==> src/rtl/button_pkg.sv <==
// button_pkg: shared FSM state type, timing helper and synchroniser depth for button_reader.
package button_pkg;
  typedef enum logic [1:0] {IDLE, DEB_PRESS, HELD, DEB_RELEASE} state_t;
  localparam int SYNC_STAGES = 2;
  function automatic int ms_to_cycles(input int clk_freq, input int ms);
    int c;
    c = clk_freq / 1000 * ms;
    return (c < 1) ? 1 : c;
  endfunction
endpackage

==> src/rtl/button_channel.sv <==
// button_channel: one button: synchroniser, debounce FSM, press/release/long pulses (BTN_REPEAT_EN adds auto-repeat).
module button_channel
  import button_pkg::*;
#(
  parameter int DEB_CYC  = 5,
  parameter int LONG_CYC = 20,
  parameter int REP_CYC  = 4
) (
  input  logic clk,
  input  logic rst,
  input  logic btn,
  output logic level,
  output logic press,
  output logic rls,
  output logic lng
);
  localparam int DW = $clog2(DEB_CYC + 1);
  localparam int LW = $clog2(LONG_CYC + 1);
  logic [SYNC_STAGES-1:0] sync;
  logic [DW-1:0] deb_cnt;
  logic [LW-1:0] hold_cnt;
  state_t state;
  logic s;
  assign s = sync[SYNC_STAGES-1];
`ifdef BTN_REPEAT_EN
  localparam int RW = $clog2(REP_CYC + 1);
  logic [RW-1:0] rep_cnt;
`endif
  always_ff @(posedge clk) begin
    if (rst) begin
      sync     <= '0;
      state    <= IDLE;
      deb_cnt  <= '0;
      hold_cnt <= '0;
      level    <= 1'b0;
      press    <= 1'b0;
      rls      <= 1'b0;
      lng      <= 1'b0;
`ifdef BTN_REPEAT_EN
      rep_cnt  <= '0;
`endif
    end else begin
      sync  <= {sync[SYNC_STAGES-2:0], btn};
      press <= 1'b0;
      rls   <= 1'b0;
      lng   <= 1'b0;
      case (state)
        IDLE: if (s) begin
          state   <= DEB_PRESS;
          deb_cnt <= DW'(1);
        end
        DEB_PRESS: if (!s) begin
          state   <= IDLE;
          deb_cnt <= '0;
        end else if (deb_cnt >= DW'(DEB_CYC - 1)) begin
          state    <= HELD;
          level    <= 1'b1;
          press    <= 1'b1;
          hold_cnt <= '0;
        end else deb_cnt <= deb_cnt + DW'(1);
        HELD: begin
          if (hold_cnt != LW'(LONG_CYC)) begin
            hold_cnt <= hold_cnt + LW'(1);
            lng      <= hold_cnt == LW'(LONG_CYC - 1);
          end
          if (!s) begin
            state   <= DEB_RELEASE;
            deb_cnt <= DW'(1);
          end
        end
        default: if (s) state <= HELD;
        else if (deb_cnt >= DW'(DEB_CYC - 1)) begin
          state   <= IDLE;
          level   <= 1'b0;
          rls     <= 1'b1;
          deb_cnt <= '0;
        end else deb_cnt <= deb_cnt + DW'(1);
      endcase
`ifdef BTN_REPEAT_EN
      // repeat only runs once the long press has been reached; hold_cnt is frozen in DEB_RELEASE
      if (state == IDLE) rep_cnt <= '0;
      else if (state != DEB_PRESS && hold_cnt == LW'(LONG_CYC)) begin
        rep_cnt <= (rep_cnt >= RW'(REP_CYC - 1)) ? '0 : rep_cnt + RW'(1);
        if (rep_cnt >= RW'(REP_CYC - 1)) press <= 1'b1;
      end
`endif
    end
  end
endmodule

==> src/rtl/button_reader.sv <==
// button_reader: NUM_BTNS debounced pushbutton channels; define BTN_REPEAT_EN for auto-repeat presses.
module button_reader
  import button_pkg::*;
#(
  parameter int CLK_FREQ      = 25_000_000,
  parameter int NUM_BTNS      = 4,
  parameter int DEBOUNCE_MS   = 20,
  parameter int LONG_PRESS_MS = 1000,
  parameter int REPEAT_MS     = 200
) (
  input  logic                clk,
  input  logic                rst,
  input  logic [NUM_BTNS-1:0] btn_in,
  output logic [NUM_BTNS-1:0] btn_level,
  output logic [NUM_BTNS-1:0] btn_press,
  output logic [NUM_BTNS-1:0] btn_release,
  output logic [NUM_BTNS-1:0] btn_long
);
  localparam int DEB_CYC  = ms_to_cycles(CLK_FREQ, DEBOUNCE_MS);
  localparam int LONG_CYC = ms_to_cycles(CLK_FREQ, LONG_PRESS_MS);
  localparam int REP_CYC  = ms_to_cycles(CLK_FREQ, REPEAT_MS);
  for (genvar i = 0; i < NUM_BTNS; i++) begin : g_ch
    button_channel #(.DEB_CYC(DEB_CYC), .LONG_CYC(LONG_CYC), .REP_CYC(REP_CYC)) u_ch (
      .clk  (clk),
      .rst  (rst),
      .btn  (btn_in[i]),
      .level(btn_level[i]),
      .press(btn_press[i]),
      .rls  (btn_release[i]),
      .lng  (btn_long[i])
    );
  end
endmodule

==> config.mk <==
export PLATFORM = sky130hd
export DESIGN_NAME = button_reader
export DESIGN_NICKNAME = d
export VERILOG_FILES = /design/src/rtl/button_pkg.sv /design/src/rtl/button_channel.sv /design/src/rtl/button_reader.sv
export SDC_FILE = /design/constraint.sdc
export NUM_CORES = 1
export LEC_CHECK = 0
export BUFFER_PORTS_ARGS = -buffer_cell sky130_fd_sc_hd__buf_2
export CORE_MARGIN = 5
export CORE_UTILIZATION = 55
export CTS_BUF_LIST = sky130_fd_sc_hd__clkbuf_8
export DETAILED_ROUTE_END_ITERATION = 8
export HOLD_SLACK_MARGIN = 0.02
export PLACE_DENSITY_LB_ADDON = 0.08
export SYNTH_ARGS = -nofsm -noshare
export SYNTH_HDL_FRONTEND = slang
export SYNTH_SLANG_ARGS = --single-unit
==> constraint.sdc <==
create_clock -name clk -period 2.4 [get_ports clk]
set_input_delay 0.24 -clock clk [delete_from_list [all_inputs] [get_ports clk]]
set_output_delay 0.24 -clock clk [all_outputs]
set_load 0.03 [all_outputs]
-- Yosys cells after proc, flatten, opt, wreduce, memory -nomap -nowiden
Cells that the tools add are included.
- word-level logic and storage cells: 256
- output and inout port bits: 16
- register bits: 208
- magnitude comparators: 4
- muxes and demuxes: 96
- bitwise gates (word level): 20
- eq/ne operators: 52
- reduce and logical (&&, ||, !) cells: 44
- add/subtract/negate cells: 8
- operators by type and width (kind ; number):
    $mux 19 ; 24
    $mux 25 ; 12
    $pmux 19 s3 ; 4
    $pmux 25 s2 ; 4
    $add 25x1->25 const B ; 4
    $eq 25x25->1 const B ; 4
    $ne 25x25->1 const B ; 4
    $add 19x1->19 const B ; 4
    $ge 19x19->1 const B ; 4
    $reduce_and 4->1 ; 16
    $mux 2 ; 24
    $ne 3x3->1 const B ; 12
    $ne 2x1->1 const B ; 16
    $pmux 2 s3 ; 4
    $reduce_or 3->1 ; 8
    $mux 1 ; 20
    $not 1->1 ; 20
    $reduce_or 5->1 ; 4
    $ne 2x2->1 const B ; 8
    $reduce_bool 4->1 ; 4
    $eq 2x1->1 const B ; 4
    $eq 2x2->1 const B ; 4
    $logic_not 2->1 ; 4
    $pmux 1 s2 ; 4
    other kinds (2) ; 8

-- Logic depth before layout (Yosys ltp)
- depth in word-level cells: 4
- mapped depth: 10

-- Hierarchy
Synthesis repeated with hierarchy kept, for this count alone.
- cells, all modules: 1381
- area, all modules: 11370.9 um2
- modules (own cells, without submodules) (module ; sequential area each (um2) ; cells each ; instances ; area each (um2)):
    button_channel at g_ch[0].u_ch ... ; 1041.0 ; 339 ; 3 ; 2810.2
    button_channel at g_ch[3].u_ch ; 1041.0 ; 364 ; 1 ; 2940.3

-- Worst setup path after synthesis
OpenSTA, ideal clock, no wires.
- kind: register to register
- from: reg g_ch[3].u_ch.state[0]
- to: reg g_ch[3].u_ch.deb_cnt[13]
- data arrival time: 2283 ps
- data required time: 2283 ps
- setup slack: 0 ps
- stages on the path, launching flop included: 10
- cells stage by stage: dfxtp_1 inv_1 ha_1 clkbuf_1 o21bai_1 a2111oi_0 nand2_1 nor3b_1 xnor2_1 nor2_1
- longest elaborated chain between the ends: 3
- elaborated cells on any way between the ends: 9
- classes of those cells: 6 x eq/ne; 1 x mux; 2 x reduce/logical
- RTL lines (item ; RTL line ; source):
    from (decl) ; button_channel.sv:22 ; state_t state;
    from (signal assigned) ; button_channel.sv:32 ; state <= IDLE;
    from (signal assigned) ; button_channel.sv:49 ; state <= DEB_PRESS;
    from (signal assigned) ; button_channel.sv:53 ; state <= IDLE;
    $eq 2x1->1 (tied with other cells) ; button_channel.sv:47 ; case (state)
    $ne 3x3->1 (no line) (tied with other cells) ; - ;
    $reduce_and 4->1 (no line) ; - ;
    to (signal assigned) ; button_channel.sv:60 ; end else deb_cnt <= deb_cnt + DW'(1);
    to (signal assigned) ; button_channel.sv:77 ; end else deb_cnt <= deb_cnt + DW'(1);
    to (decl) ; button_channel.sv:20 ; logic [DW-1:0] deb_cnt;
Several ways; a longest one is shown, not always the timed one.
A chain may end at the register's enable or synchronous reset.

-- Worst setup path after layout
- from: reg g_ch[1].u_ch.deb_cnt[7]
- to: reg g_ch[1].u_ch.deb_cnt[11]
- longest elaborated chain between the ends: 4
- elaborated cells on any way between the ends: 9
- classes of those cells: 1 x add/sub; 1 x order compare; 1 x eq/ne; 5 x mux; 1 x reduce/logical
- RTL lines (item ; RTL line):
    from (decl) ; button_channel.sv:20
    from (signal assigned) ; button_channel.sv:60
    from (signal assigned) ; button_channel.sv:77
    $add 19x1->19 / $ge 19x19->1 (equally long branches) ; -
    $mux 19, on equally long branches ; button_channel.sv:72, button_channel.sv:55
    $mux 19, on equally long branches ; button_channel.sv:71, button_channel.sv:52
    $pmux 19 s3 ; button_channel.sv:47
Several ways; a longest one is shown, not always the timed one. The select of a mux whose other input is x is not followed.

==> impl_metrics.yaml <==
outcome:
  status: "finished clean"
die:
  dieHeight_um: 153
  die_w_um: 153
  die_area_um2: 23500
  fp.coreArea_um2: 20200
  io_pins: 22
  initial_utilization_pct: 55.9
  rows: 52
critical_path:
  crit_arrival_ns: 2.82
  worst-path-max-fanout: 8
  crit_path_max_incr_delay_ns: 0.46
  critPathSlowestCell: "a211oi_4"
  crit_required_ns: 2.86
  crit_family: "simple AND/OR/NAND/NOR gates"
  worst-path-buf-inv: 1
  cp-end-kind: "flip-flop"
  critPathKind: "flip-flop to flip-flop"
  cp_cell_sequence: "or3_4 > a211o_4 > a211oi_4 > buf_6 > nor2_2 > or4_1 > a21oi_1"
  startpoint_type: "flip-flop"
timing:
  post-route-period-util_pct: 98.5
  slew_violations: 0
  max_freq_ghz: 0.423
  period_minus_slack_ns: 2.36
  setup_viol: 0
  fin_tns_setup_ns: 0
  finalWorstSetupSlack_ns: 0.0360
  worst_pin_slew_ns: 0.614
  hold_violations: 0
  fin_skew_ns: 0.0185
  slew_headroom_pct: 58.7
  hold_ws_ns: 0.141
  rsz0062_at_grt: "yes"
logic_synthesis:
  synthArstFlopShare_pct: 0
  syn_area_um2: 11300
  ys.flop_type: "dfxtp_1"
  synthesis.nets: 1431
  synth_edf_count: 0
  postSynthAreaPerCell_um2: 8.09
  yosysTopAreaCell: "dfxtp_1"
  synthTopCellsByArea: "dfxtp_1 (37%), a21oi_1 (5.1%), nor2_1 (4.4%)"
  ys_types: 81
  yosysWarnings: 0
  ys_seq_area_share_pct: 36.8
  ys_ff_latch: 208
  synth_top_cell_area_share_pct: 36.8
  syn_inst: 1397
clock_network:
  clkTransAtPathRegs_ns: 0.06
  cts-root-buf: "clkbuf_8"
  cts_buffers: 39
  clockBufferDepth: 3
  insertion_delay_ns: 0.52
  cts.sink_count: 208
  cts_tree: "yes"
  htree_levels: 2
placed_design:
  port_buffers: 21
  gp_congestion: 0.834
  place_ws_ns: 0.0341
  dp_hpwl_um: 17800
grt:
  grt_pass1_wl_um: 44900
  grt_pass1_vias: 9864
  grt_max_degree: 51
  grt.total_usage_pct: 21.4
  antenna_found_initial: 0
  gr-total-overflow: 0
finish:
  layout_common_cells: "dfxtp_1 (205), nor2_1 (132), a21oi_1 (114)"
  final_nets: 1515
  fill_cells: 1792
  area.growth.synth_to_final_pct: 16.4
  final_common_cell: "dfxtp_1"
  multi_input_area_um2: 6670
  regArea_um2: 4170
  diodes: 0
  drive_gt1_share_pct: 16.3
detailed_routing:
  wl_per_cell_um: 14.7
  drc: 0
  via_per_inst: 5.94
  antenna_left: 0
  vias: 10544
  dr.pass1.iters: 5
  drtIter0Drc: 546
  routed_wl_um: 26100
min_path:
  hp-class: "primary input to flip-flop"
power_and_ir_drop:
  design_power_total_w: 0.00704
  powerDensity_nw_per_um2: 535
  peakVddDrop_mv: 0.543
  p_leak_nw: 4.45
run:
  cap_viol_max_count: 0
[sequential cells by signal, summed over array words and instances, names as in the netlist, named ones only]
name                flops
g_ch.u_ch.press         4
g_ch.u_ch.rls           4
g_ch.u_ch.deb_cnt      76
g_ch.u_ch.level         4
g_ch.u_ch.sync          8
g_ch.u_ch.state         4
g_ch.u_ch.hold_cnt    100
g_ch.u_ch.lng           4
[Yosys cell counts (all sizes together), types with 3 or more instances]
cell,count
nand2b,3
a2bb2oi,3
or4,36
nand2,98
o41ai,3
a21o,11
nor3b,5
nor3,34
mux2i,8
clkbuf,52
buf,30
o2111ai,9
dfxtp,208
nor4b,10
or2,10
o211a,5
nor2b,13
or3,51
o211ai,14
nor4,38
and2,11
o32ai,12
a21oi,116
o21ai,72
and3,20
xnor2,35
o21bai,3
a211oi,8
a21boi,4
nand4,47
o31ai,30
and4,9
a2111oi,3
nand3,74
a31o,11
ha,28
nor2,134
xor2,29
or4b,6
inv,58
a31oi,11
[power by group]
part           total (W)  switching [W]  internal [W]
Combinational   0.000285       0.000179      0.000105
Sequential       0.00348      0.0000134       0.00347
Clock            0.00327        0.00144       0.00182
[what timing repair did]
item                                    in CTS  in global routing
endpoints found under the hold margin        4                  0
resized for setup                            0                 36
setup buffers                                0                  3
endpoints found under the setup margin       0                 89
hold buffers                                 4                  0
[routing by layer]
layer	up-vias	part of all wire, %	GRT usage [%]
met5	-	0	0
li1	5328	-	-
met3	46	3.5	3.03
met2	213	46	35.5
met1	4957	48	29.0
met4	0	2.0	6.64
[kinds of logic after synthesis]
| logic type | synth area share, % |
|---|---|
| adder cells (fa/ha/maj) | 3.10 |
| multiplexers | 0.708 |
| AND/OR/NAND/NOR | 29.0 |
| flip-flops | 36.8 |
| XOR/XNOR | 4.96 |
| AO/OA/AOI/OAI | 20.0 |
| buffers and inverters | 5.48 |
[cell type report]
class                      count  area share, %
clock buffer                  49           5.12
inverter                      58           1.65
sequential                   208           31.7
clock inverter                17          0.570
timing repair buffer         125           7.74
tap                          270           2.57
multi-input combinational   1049           50.7
[worst paths after layout]
path | from | endpoint | slack (ns) | cells past startpoint
hold reg to reg | g_ch[3].u_ch.sync[0]$_SDFF_PP0_ | g_ch[3].u_ch.sync[1]$_SDFF_PP0_ | 0.43 | 1
hold / removal | rst | g_ch[2].u_ch.hold_cnt[1]$_SDFFE_PP0P_ | 0.14 | 2
setup / recovery | g_ch[1].u_ch.deb_cnt[7]$_SDFFE_PP0P_ | g_ch[1].u_ch.deb_cnt[11]$_SDFFE_PP0P_ | 0.04 | 7
setup reg to reg | g_ch[1].u_ch.deb_cnt[7]$_SDFFE_PP0P_ | g_ch[1].u_ch.deb_cnt[11]$_SDFFE_PP0P_ | 0.04 | 7
[through the flow]
stage	instances	utilization, %	instance area [um2]
floorplan	1397	-	11300
CTS	1771	64.1	13000
global route	1776	65.0	13200
finish	1776	65.0	13200
detailed placement	1701	60.2	12200
global placement	1701	60.2	12200
(Power assumes the default switching activity.)
